File: config.mk
export PLATFORM = sky130hd
export DESIGN_NAME = ex_result_demux2
export DESIGN_NICKNAME = d
export VERILOG_FILES = /design/src/rtl/ex_result_demux2.sv
export SDC_FILE = /design/constraint.sdc
export NUM_CORES = 1
export LEC_CHECK = 0
export BUFFER_PORTS_ARGS = -buffer_cell sky130_fd_sc_hd__clkbuf_2
export CORE_UTILIZATION = 40
export DETAILED_ROUTE_END_ITERATION = 12
export HOLD_SLACK_MARGIN = 0.12
export PLACE_DENSITY_LB_ADDON = 0.15
export SYNTH_ARGS = -nofsm -noshare
export SYNTH_HDL_FRONTEND = slang
export SYNTH_SLANG_ARGS = --single-unit
File: constraint.sdc
create_clock -name clk -period 2.8 [get_ports clk]
set_input_delay 0 -clock clk [delete_from_list [all_inputs] [get_ports clk]]
set_output_delay 0 -clock clk [all_outputs]
set_load 0.05 [all_outputs]
File: src/rtl/ex_result_demux2.sv
// ex_result_demux2
// Routes one execute-stage result stream to two independently back-pressured
// destinations (A: GPR write-back, B: HI/LO / special registers). Each
// destination owns a small FIFO so a stalled consumer only blocks the other
// once its own FIFO is full.
module ex_result_demux2 #(
  parameter int WIDTH = 32,
  parameter int DEPTH = 2
) (
  input  logic                     clk,
  input  logic                     rst,
  input  logic                     flush,
  input  logic                     in_valid,
  input  logic                     in_sel,
  input  logic [WIDTH-1:0]         in_data,
  output logic                     in_ready,
  output logic                     a_valid,
  output logic [WIDTH-1:0]         a_data,
  input  logic                     a_ready,
  output logic                     b_valid,
  output logic [WIDTH-1:0]         b_data,
  input  logic                     b_ready,
  output logic [$clog2(DEPTH):0]   a_count,
  output logic [$clog2(DEPTH):0]   b_count
);

  localparam int AW = $clog2(DEPTH);
  localparam int CW = AW + 1;
  localparam logic [CW-1:0] FULL = CW'(DEPTH);

  // Per-destination views, index 0 = A, index 1 = B.
  logic [1:0]            push_w;
  logic [1:0]            pop_w;
  logic [1:0]            valid_w;
  logic [1:0]            ready_w;
  logic [1:0][CW-1:0]    count_w;
  logic [1:0][WIDTH-1:0] head_w;
  logic                  accept_w;

  assign ready_w = {b_ready, a_ready};

  // Ready depends only on registered occupancy, so the upstream stage never
  // sees a combinational loop through valid/select/data.
  assign in_ready = (count_w[0] != FULL) && (count_w[1] != FULL);

  // A flush cycle swallows any offered input.
  assign accept_w = in_valid & in_ready & ~flush;

  for (genvar gi = 0; gi < 2; gi++) begin : g_fifo
    logic [WIDTH-1:0] mem_q [DEPTH];
    logic [AW-1:0]    wptr_q;
    logic [AW-1:0]    wptr_d;
    logic [AW-1:0]    rptr_q;
    logic [AW-1:0]    rptr_d;
    logic [CW-1:0]    count_q;
    logic [CW-1:0]    count_d;

    assign valid_w[gi] = (count_q != '0);
    assign push_w[gi]  = accept_w & (in_sel == 1'(gi));
    assign pop_w[gi]   = valid_w[gi] & ready_w[gi] & ~flush;
    assign count_w[gi] = count_q;
    // Head is read combinationally so a pushed word is visible the next cycle.
    assign head_w[gi]  = mem_q[rptr_q];

    // Next-state pointers and occupancy; flush overrides any handshake.
    always_comb begin
      wptr_d  = wptr_q;
      rptr_d  = rptr_q;
      count_d = count_q;
      if (flush) begin
        wptr_d  = '0;
        rptr_d  = '0;
        count_d = '0;
      end else begin
        // DEPTH is a power of two, so natural overflow gives the wrap-around.
        if (push_w[gi]) wptr_d = wptr_q + AW'(1);
        if (pop_w[gi])  rptr_d = rptr_q + AW'(1);
        case ({push_w[gi], pop_w[gi]})
          2'b10:   count_d = count_q + CW'(1);
          2'b01:   count_d = count_q - CW'(1);
          default: count_d = count_q;
        endcase
      end
    end

    // State registers and storage; storage is cleared on reset so the head
    // output is a defined zero rather than X before the first push.
    always_ff @(posedge clk) begin
      if (rst) begin
        wptr_q  <= '0;
        rptr_q  <= '0;
        count_q <= '0;
        for (int i = 0; i < DEPTH; i++) begin
          mem_q[i] <= '0;
        end
      end else begin
        wptr_q  <= wptr_d;
        rptr_q  <= rptr_d;
        count_q <= count_d;
        if (push_w[gi]) begin
          mem_q[wptr_q] <= in_data;
        end
      end
    end
  end

  assign a_valid = valid_w[0];
  assign a_data  = head_w[0];
  assign a_count = count_w[0];
  assign b_valid = valid_w[1];
  assign b_data  = head_w[1];
  assign b_count = count_w[1];

endmodule
; ---- Word level (Yosys, flattened, before mapping)
; Memory sizes are Yosys's and may differ from the RTL's. A register that Yosys moved wholly into a read port is not among the register bits.
; Cells that the tools add are included.
[totals]
reg_bits = 8
word_cells = 60
n_memories = 2
ramBits = 128
in_bits = 39
output_inout_bits = 71
[memory_table]
columns = memory, words, width, rd, rd_ports_with_merged_regs, write_ports, line
row1 = g_fifo[0].mem_q, 2, 32, 1, 1, 2, 50  ; logic [WIDTH-1:0] mem_q [DEPTH];
row2 = g_fifo[1].mem_q, 2, 32, 1, 1, 2, 50
[op_classes]
addsub = 8
bitwise = 10
n_reduce_logical = 8
n_eq_ne = 6
n_mux = 20
[ops]
columns = cell, n
row1 = 32-bit two-way mux, 2
row2 = 32-bit OR reduction, 2
row3 = 1-bit two-way mux, 16
row4 = 1-bit AND, 8
row5 = 2-bit case mux with 2 select lines, 2
row6 = 2-bit nonzero test, 4
row7 = 1-bit adder (second input constant), 4
row8 = 2-bit by 1-bit adder with 2-bit output (second input constant), 2
row9 = 2-bit by 1-bit equality test with 1-bit output (second input constant), 2
row10 = 2-bit equality test (second input constant), 2
row11 = 2-bit != test (second input constant), 2
row12 = 2-bit by 1-bit subtractor with 2-bit output (second input constant), 2
row13 = 1-bit NOT, 2
row14 = 2-bit OR reduction, 1
row15 = 1-bit logical AND, 1

; ---- Depth between registers and ports, before layout
; Gate-level depths: netlist (run 1).
[depth]
ltp_word = 10
depth_mapped = 7
mapped_depth_nobuf = 7

; ---- Least setup slack after synthesis (run 1)
; Ideal clock, no wire load.
[synth_timing]
path_kind = reg2reg
startpoint = register g_fifo[1].count_q[0] (netlist: b_count[0])
endpoint = memory g_fifo[1].mem_q[1][0], enable pin
slack_ps = 66
arrival_time_ps = 2340
t_required_ps = 2406
stages_incl_launch_ff = 5
setup_time_ps = 394
cell_sequence = dfxtp_1 > nor2b_1 > or4_1 > buf_2 > nand2b_1
[synth_lines]
columns = item, line
row1 = from (decl), 55  ; logic [CW-1:0] count_q;
row2 = from (signal assigned), 99  ; count_q <= count_d;
row3 = to (decl), 50

; ---- Final worst setup path (run 1)
[layout_timing]
startpoint = register g_fifo[1].count_q[0] (netlist: b_count[0])
endpoint = register g_fifo[0].wptr_q
[layout_between]
elab_chain_len = 5
[layout_lines]
columns = item, line
row1 = 2-bit != test, 44  ; assign in_ready = (count_w[0] != FULL) && (count_w[1] != FULL);
row2 = 1-bit logical AND, 44
row3 = 1-bit AND (2 in series), 47  ; assign accept_w = in_valid & in_ready & ~flush;
row4 = 1-bit AND, 59  ; assign push_w[gi] = accept_w & (in_sel == 1'(gi));
row5 = to (signal assigned), 97  ; wptr_q <= wptr_d;
row6 = to (decl), 51  ; logic [AW-1:0] wptr_q;
; Every way passes these cells.
; A chain may end at the register's enable or synchronous reset.

==> metrics, run 1 <==
Syn. warnings=0; Worst Path Required=3100 ps; multi-input logic area=1817 um^2; Critical Path AT=2600 ps; Yosys top cell by area=edfxtp_1; Chip Width=124.4 um; Worst Path Buf+Inv=2; Synth Register Bits=138; clock latency on the worst-skew pair=410 ps; Overall Global Routing Usage=0.1801; count of final setup violators=0; Ant. Diodes=0; CTS tree=done; first-pass detailed-route iteration total=5; Comb power frac=0.108; Clock Pin Slew Worst Setup and Hold Paths=60 ps; IO Pins=110; setup ws final=497.9 ps; Worst Skew=10.01 ps; Pint=3.678 mW; P_sw=1.165 mW; Net Sw Frac=0.2405; DP HPWL=7786 um; period utilization=0.8222; Fin. Hold Viols=0; critical path cell sequence=nor2b_1 > o41ai_1 > dlygate4sd3_1 > a21oi_1 > dlygate4sd3_1; routed vias=3840; core area=14590 um^2; residual DRC count=0; final slew viol count=0; cell row count=44; total CTS buffers=17; Worst IR Drop VDD=0.0003415 V; Syn Area/Cell=13.57 um^2; first-pass GRT wire length=20650 um; Synth Net Count=483; largest net degree at the start of global routing=38; cell repeated most along the worst path=dlygate4sd3_1; number of global-route vias before repair=3983; crit-path max cell delay=610 ps; post-synth cell types=26; ys async rst share=0; setup bufs post-CTS=0; clk sink count=138; fillers=1270; critical path class=flip-flop to flip-flop; slowest CP cell=dlygate4sd3_1; area grow syn2layout=27.58%; Hold WC Path Type=flip-flop to flip-flop; max_cap viols=0; Worst setup EP type=flip-flop; # hold bufs at CTS=41; Final Net Count=635; Post-Route WL=13020 um; RSZ-0062 raised after global routing=no; Primary FF master, synth=edfxtp_1; Initial Utilization=0.4111; Cells after DPL=718; share of the synthesized area in the top cell type=0.6409; synthesized cell area=5997 um^2; Post-Synthesis Cells=442; grt ovf=0; RePlAce Congestion=0.7373; final antenna-violating net count=0; crit path launch type=flip-flop; die area=15490 um^2; share of layout cells above drive strength 1=0.4109; initial DRC count=215; CTS Buffer Depth=2; Largest delay share family, worst path=buffers and inverters; H-tree levels=4; sequential cell area=4046 um^2; Worst Tran Pin Value=913.1 ps; Max FO, Critical Path=7; Cell Pwr Density=632.9 nW/um^2; Tmin final=2302 ps; non-filler cells, final=790; via/cell ratio=4.861; per-cell routed wire length=16.48 um; Peak Freq=0.4344 GHz; status=finished clean; Leakage=2.949 nW; post_cts resized=0; Post-synth EDFFs=128; Clk pwr share=0.405; Place WS=707.6 ps; Slew HR=0.3913; Port Buffers=109; root buf cell=clkbuf_16; chip height=124.4 um; synth top area cells=edfxtp_1 (64%), mux2_2 (12%), nor2_1 (6.8%); TNS Setup=0 ps; Seq/Total Area, Yosys=0.6743; part of the power in registers=0.487; initial antenna violation count=0
[sequential cells by signal, indices dropped and copies added, names as in the netlist, named ones only]
| name | count |
|---|---|
| a_count | 2 |
| g_fifo.rptr_q | 2 |
| g_fifo.wptr_q | 2 |
| b_count | 2 |
| g_fifo.mem_q | 128 |
[through the flow]
| step | instance area [um^2] | power (mW) | util | hold slack (ps) |
|---|---|---|---|---|
| after detailed placement | 6726 | 2.889 | 0.4611 | 394.8 |
| after global routing | 7651 | 5.027 | 0.5244 | 531.0 |
| after global placement | 6726 | 2.882 | 0.4611 | 384.6 |
| after CTS | 7651 | 4.891 | 0.5244 | 494.6 |
| final | 7651 | 4.843 | 0.5244 | 496.3 |
| after floorplan | 5997 | 2.747 | - | 207.0 |
[placed cells by master (no fill, tap or decap), drive strengths merged, types with 3 or more instances in the layout]
master / instances
clkinv: 12
a21oi: 4
edfxtp: 128
or2: 3
xor2: 4
nand2b: 40
o21ai: 4
dfxtp: 10
nor2b: 4
buf: 10
dlygate4sd3: 41
mux2: 64
nor2: 138
clkbuf: 126
[layout make-up]
cell class	count	area share
Clock buffer	17	0.05560
Clock inverter	14	0.01161
Tap cell	184	0.03009
Timing Repair Buffer	160	0.1364
Sequential cell	138	0.5289
Multi-Input combinational cell	277	0.2374
[per-layer routing]
metal,global-route usage,routed length [um]
met1,0.2143,5607
met2,0.3026,6693
met5,0,0
met3,0.05412,504
met4,0.07442,217
[cell usage after synthesis, types with 3 or more instances]
cell type	count
a21oi_1	4
buf_1	6
buf_6	6
clkbuf_1	13
dfxtp_1	10
edfxtp_1	128
mux2_2	64
nand2b_1	40
nor2_1	108
nor2_2	30
nor2b_1	3
o21ai_0	4
or2_2	3
xor2_1	4
[power groups by stage]
stage / logic, mW / registers, mW / clock network, mW
floorplan: 0.352 / 2.40 / 0
global placement: 0.486 / 2.40 / 0
detailed placement: 0.488 / 2.40 / 0
CTS: 0.532 / 2.36 / 2.00
global route: 0.559 / 2.37 / 2.10
finish: 0.523 / 2.36 / 1.96
[worst register-to-register path, stage by stage (launching register included)]
cell           delay, ps
dfxtp_1              450
nor2b_1              160
o41ai_1              330
dlygate4sd3_1        610
a21oi_1               70
dlygate4sd3_1        580
[path summary, 6_finish.rpt]
| path | startpoint | to | slack (ps) | cells after the start |
|---|---|---|---|---|
| min reg2reg | g_fifo[1].wptr_q$_SDFFE_PP0P_ | g_fifo[1].wptr_q$_SDFFE_PP0P_ | 500 | 2 |
| max | b_count[0]$_SDFFE_PP0P_ | g_fifo[0].wptr_q$_SDFFE_PP0P_ | 500 | 5 |
| min | g_fifo[1].wptr_q$_SDFFE_PP0P_ | g_fifo[1].wptr_q$_SDFFE_PP0P_ | 500 | 2 |
| max reg2reg | b_count[0]$_SDFFE_PP0P_ | g_fifo[0].wptr_q$_SDFFE_PP0P_ | 500 | 5 |
[cells by family (layout without fill, tap and decap cells)]
kind of cell,Yosys count,in the layout,synth area share
AND/OR/NAND/NOR,195,195,0.1584
flip-flops,138,138,0.6743
multiplexers,64,64,0.1202
buffers and inverters,27,191,0.02483
AO/OA/AOI/OAI,10,10,0.009390
XOR/XNOR,6,6,0.008763
adder cells (fa/ha/maj),2,2,0.004172
Power figures use the tool's default switching activity.
==> run 2: changes to the inputs <==
clock period = 2.23 ns   (was 2.8 ns; I/O delays follow)
==> run 2 against run 1 <==
Net effect:
- register-to-register slack lost 260 ps
- worst setup slack worse by 260 ps
- largest power group unchanged
- clock power increased by 47%
- critical endpoint is now g_fifo[1].mem_q[1][9]$_SDFFCE_PN0P_
==> metrics, run 2 (same netlist as run 1, synthesis figures left out) <==
Hold WC Path Type=input port to flip-flop; max FFs per register=128; initial antenna violation count=0; Net Sw Frac=0.2345; most common cell after layout, fill and taps aside=edfxtp_1; Max FO, Critical Path=13; via/cell ratio=4.846; multi-input logic area=1822 um^2; Cell Pwr Density=834.1 nW/um^2; Port Buffers=109; period utilization=0.8916; Tmin final=1988 ps; Leakage=3.018 nW; Worst Path Required=2360 ps; reg2reg start=a_count[1]$_SDFFE_PP0P_; slowest CP cell=or4_2; share of layout cells above drive strength 1=0.4295; RePlAce Congestion=0.7158; number of global-route vias before repair=4001; Pint=4.991 mW; post_cts resized=0; part of the power in registers=0.454; most frequent cells in the layout=edfxtp_1 (128), clkbuf_2 (109), nor2_1 (108); Post-Route WL=13040 um; critical path class=flip-flop to flip-flop; root buf cell=clkbuf_16; final slew viol count=0; total CTS buffers=17; Largest delay share family, worst path=simple AND/OR/NAND/NOR gates; Place WS=248.1 ps; P_sw=1.529 mW; CTS Buffer Depth=2; max_cap viols=0; Clk pwr share=0.443; setup bufs post-CTS=0; grt ovf=0; routed vias=3848; Initial Utilization=0.4111; H-tree levels=4; Comb power frac=0.104; Fin. Hold Viols=0; cell row count=44; per-cell routed wire length=16.42 um; crit path launch type=flip-flop; Cells after DPL=724; Worst Skew=11.60 ps; R2R Path End=g_fifo[1].mem_q[1][9]$_SDFFCE_PN0P_; residual DRC count=0; Critical Path AT=2120 ps; clk sink count=138; Worst IR Drop VDD=0.0005465 V; Chip Width=124.4 um; Hold Path End=g_fifo[0].mem_q[0][0]$_SDFFCE_PN0P_; count of final setup violators=0; DP HPWL=8455 um; chip height=124.4 um; initial DRC count=163; largest net degree at the start of global routing=34; Worst setup EP type=flip-flop; Hold Path Stages=3; non-filler cells, final=794; clock latency on the worst-skew pair=420 ps; crit-path max cell delay=730 ps; Ant. Diodes=0; fillers=1271; Slew HR=0.6597; status=finished clean; Worst setup startpoint=a_count[1]$_SDFFE_PP0P_; Reg with most FFs=g_fifo.mem_q; CTS tree=done; R2R cell count=4; critical path cell sequence=nor2b_2 > or4_2 > nand2b_4 > buf_12; Worst Path Buf+Inv=1; TNS Setup=0 ps; setup ws final=241.8 ps; RSZ-0062 raised after global routing=no; IO Pins=110; Peak Freq=0.5030 GHz; Final Net Count=638; Overall Global Routing Usage=0.1787; Worst Tran Pin Value=510.5 ps; die area=15490 um^2; Clock Pin Slew Worst Setup and Hold Paths=60 ps; sequential cell area=4049 um^2; first-pass detailed-route iteration total=4; worst reg-to-reg setup slack=240 ps; area grow syn2layout=30.34%; core area=14590 um^2; HP Start=rst; first-pass GRT wire length=20530 um; final antenna-violating net count=0
run 2: cell count changes in the layout (fill, tap and decap cells not counted), moves of 2 or more:
cell	before	now
buf_12	1	5
clkinv_1	7	3
bufinv_16	1	4
clkinvlp_4	1	4
dlygate4sd3_1	41	38
buf_4	9	11
dfxtp_1	8	6
dfxtp_2	2	4
run 2: per-layer routing:
layer  track usage  share of wire  up-vias
met1        0.2172           0.45     1879
met4       0.06166          0.011        0
li1              -              -     1857
met5             0              0        -
met2        0.3006           0.50       94
met3       0.05412          0.045       18
run 2: per-stage QoR:
step / hold slack [ps] / instance area [um^2] / utilization / power, mW
after global routing: 398.7 / 7816 / 0.5358 / 6.728
final: 330.3 / 7816 / 0.5358 / 6.520
after detailed placement: 403.6 / 6829 / 0.4681 / 3.645
after global placement: 394.3 / 6829 / 0.4681 / 3.637
after floorplan: 207.0 / 6010 / - / 3.450
after CTS: 351.4 / 7816 / 0.5358 / 6.574
run 2: worst max-delay path by stage:
stage                                           endpoint  slack (ps)  cells after the start
floorplan            g_fifo[1].mem_q[0][0]$_SDFFCE_PN0P_           5                      4
global placement    g_fifo[1].mem_q[1][16]$_SDFFCE_PN0P_         290                      4
detailed placement  g_fifo[1].mem_q[1][16]$_SDFFCE_PN0P_         250                      4
CTS                 g_fifo[1].mem_q[1][17]$_SDFFCE_PN0P_         240                      4
global route         g_fifo[1].mem_q[1][8]$_SDFFCE_PN0P_         180                      4
finish               g_fifo[1].mem_q[1][9]$_SDFFCE_PN0P_         240                      4
run 2: cell type report:
class,count,share of cell area
multi-input cells,277,0.2331
well taps,184,0.02945
clock buffers,17,0.05443
repair buffers,163,0.1418
flip-flops and latches,138,0.5180
clock inverters,15,0.02321
run 2: power groups by stage:
stage          combinational (mW)  sequential (mW)  clock [mW]
3_5_place_dp                0.631             3.01           0
4_1_cts                     0.684             2.96        2.93
5_1_grt                     0.713             2.97        3.05
2_1_floorplan               0.443             3.01           0
6_report                    0.675             2.96        2.89
3_3_place_gp                0.629             3.01           0
run 2: worst min-delay path: stages:
cell,delay [ps]
clkbuf_2,260
nand2b_1,280
nor2_1,90
run 2: timing repair:
action | 4_1_cts | 5_1_grt
endpoints found under the hold margin | 138 | 0
setup endpoints to repair | 0 | 0
hold buffers | 38 | 0
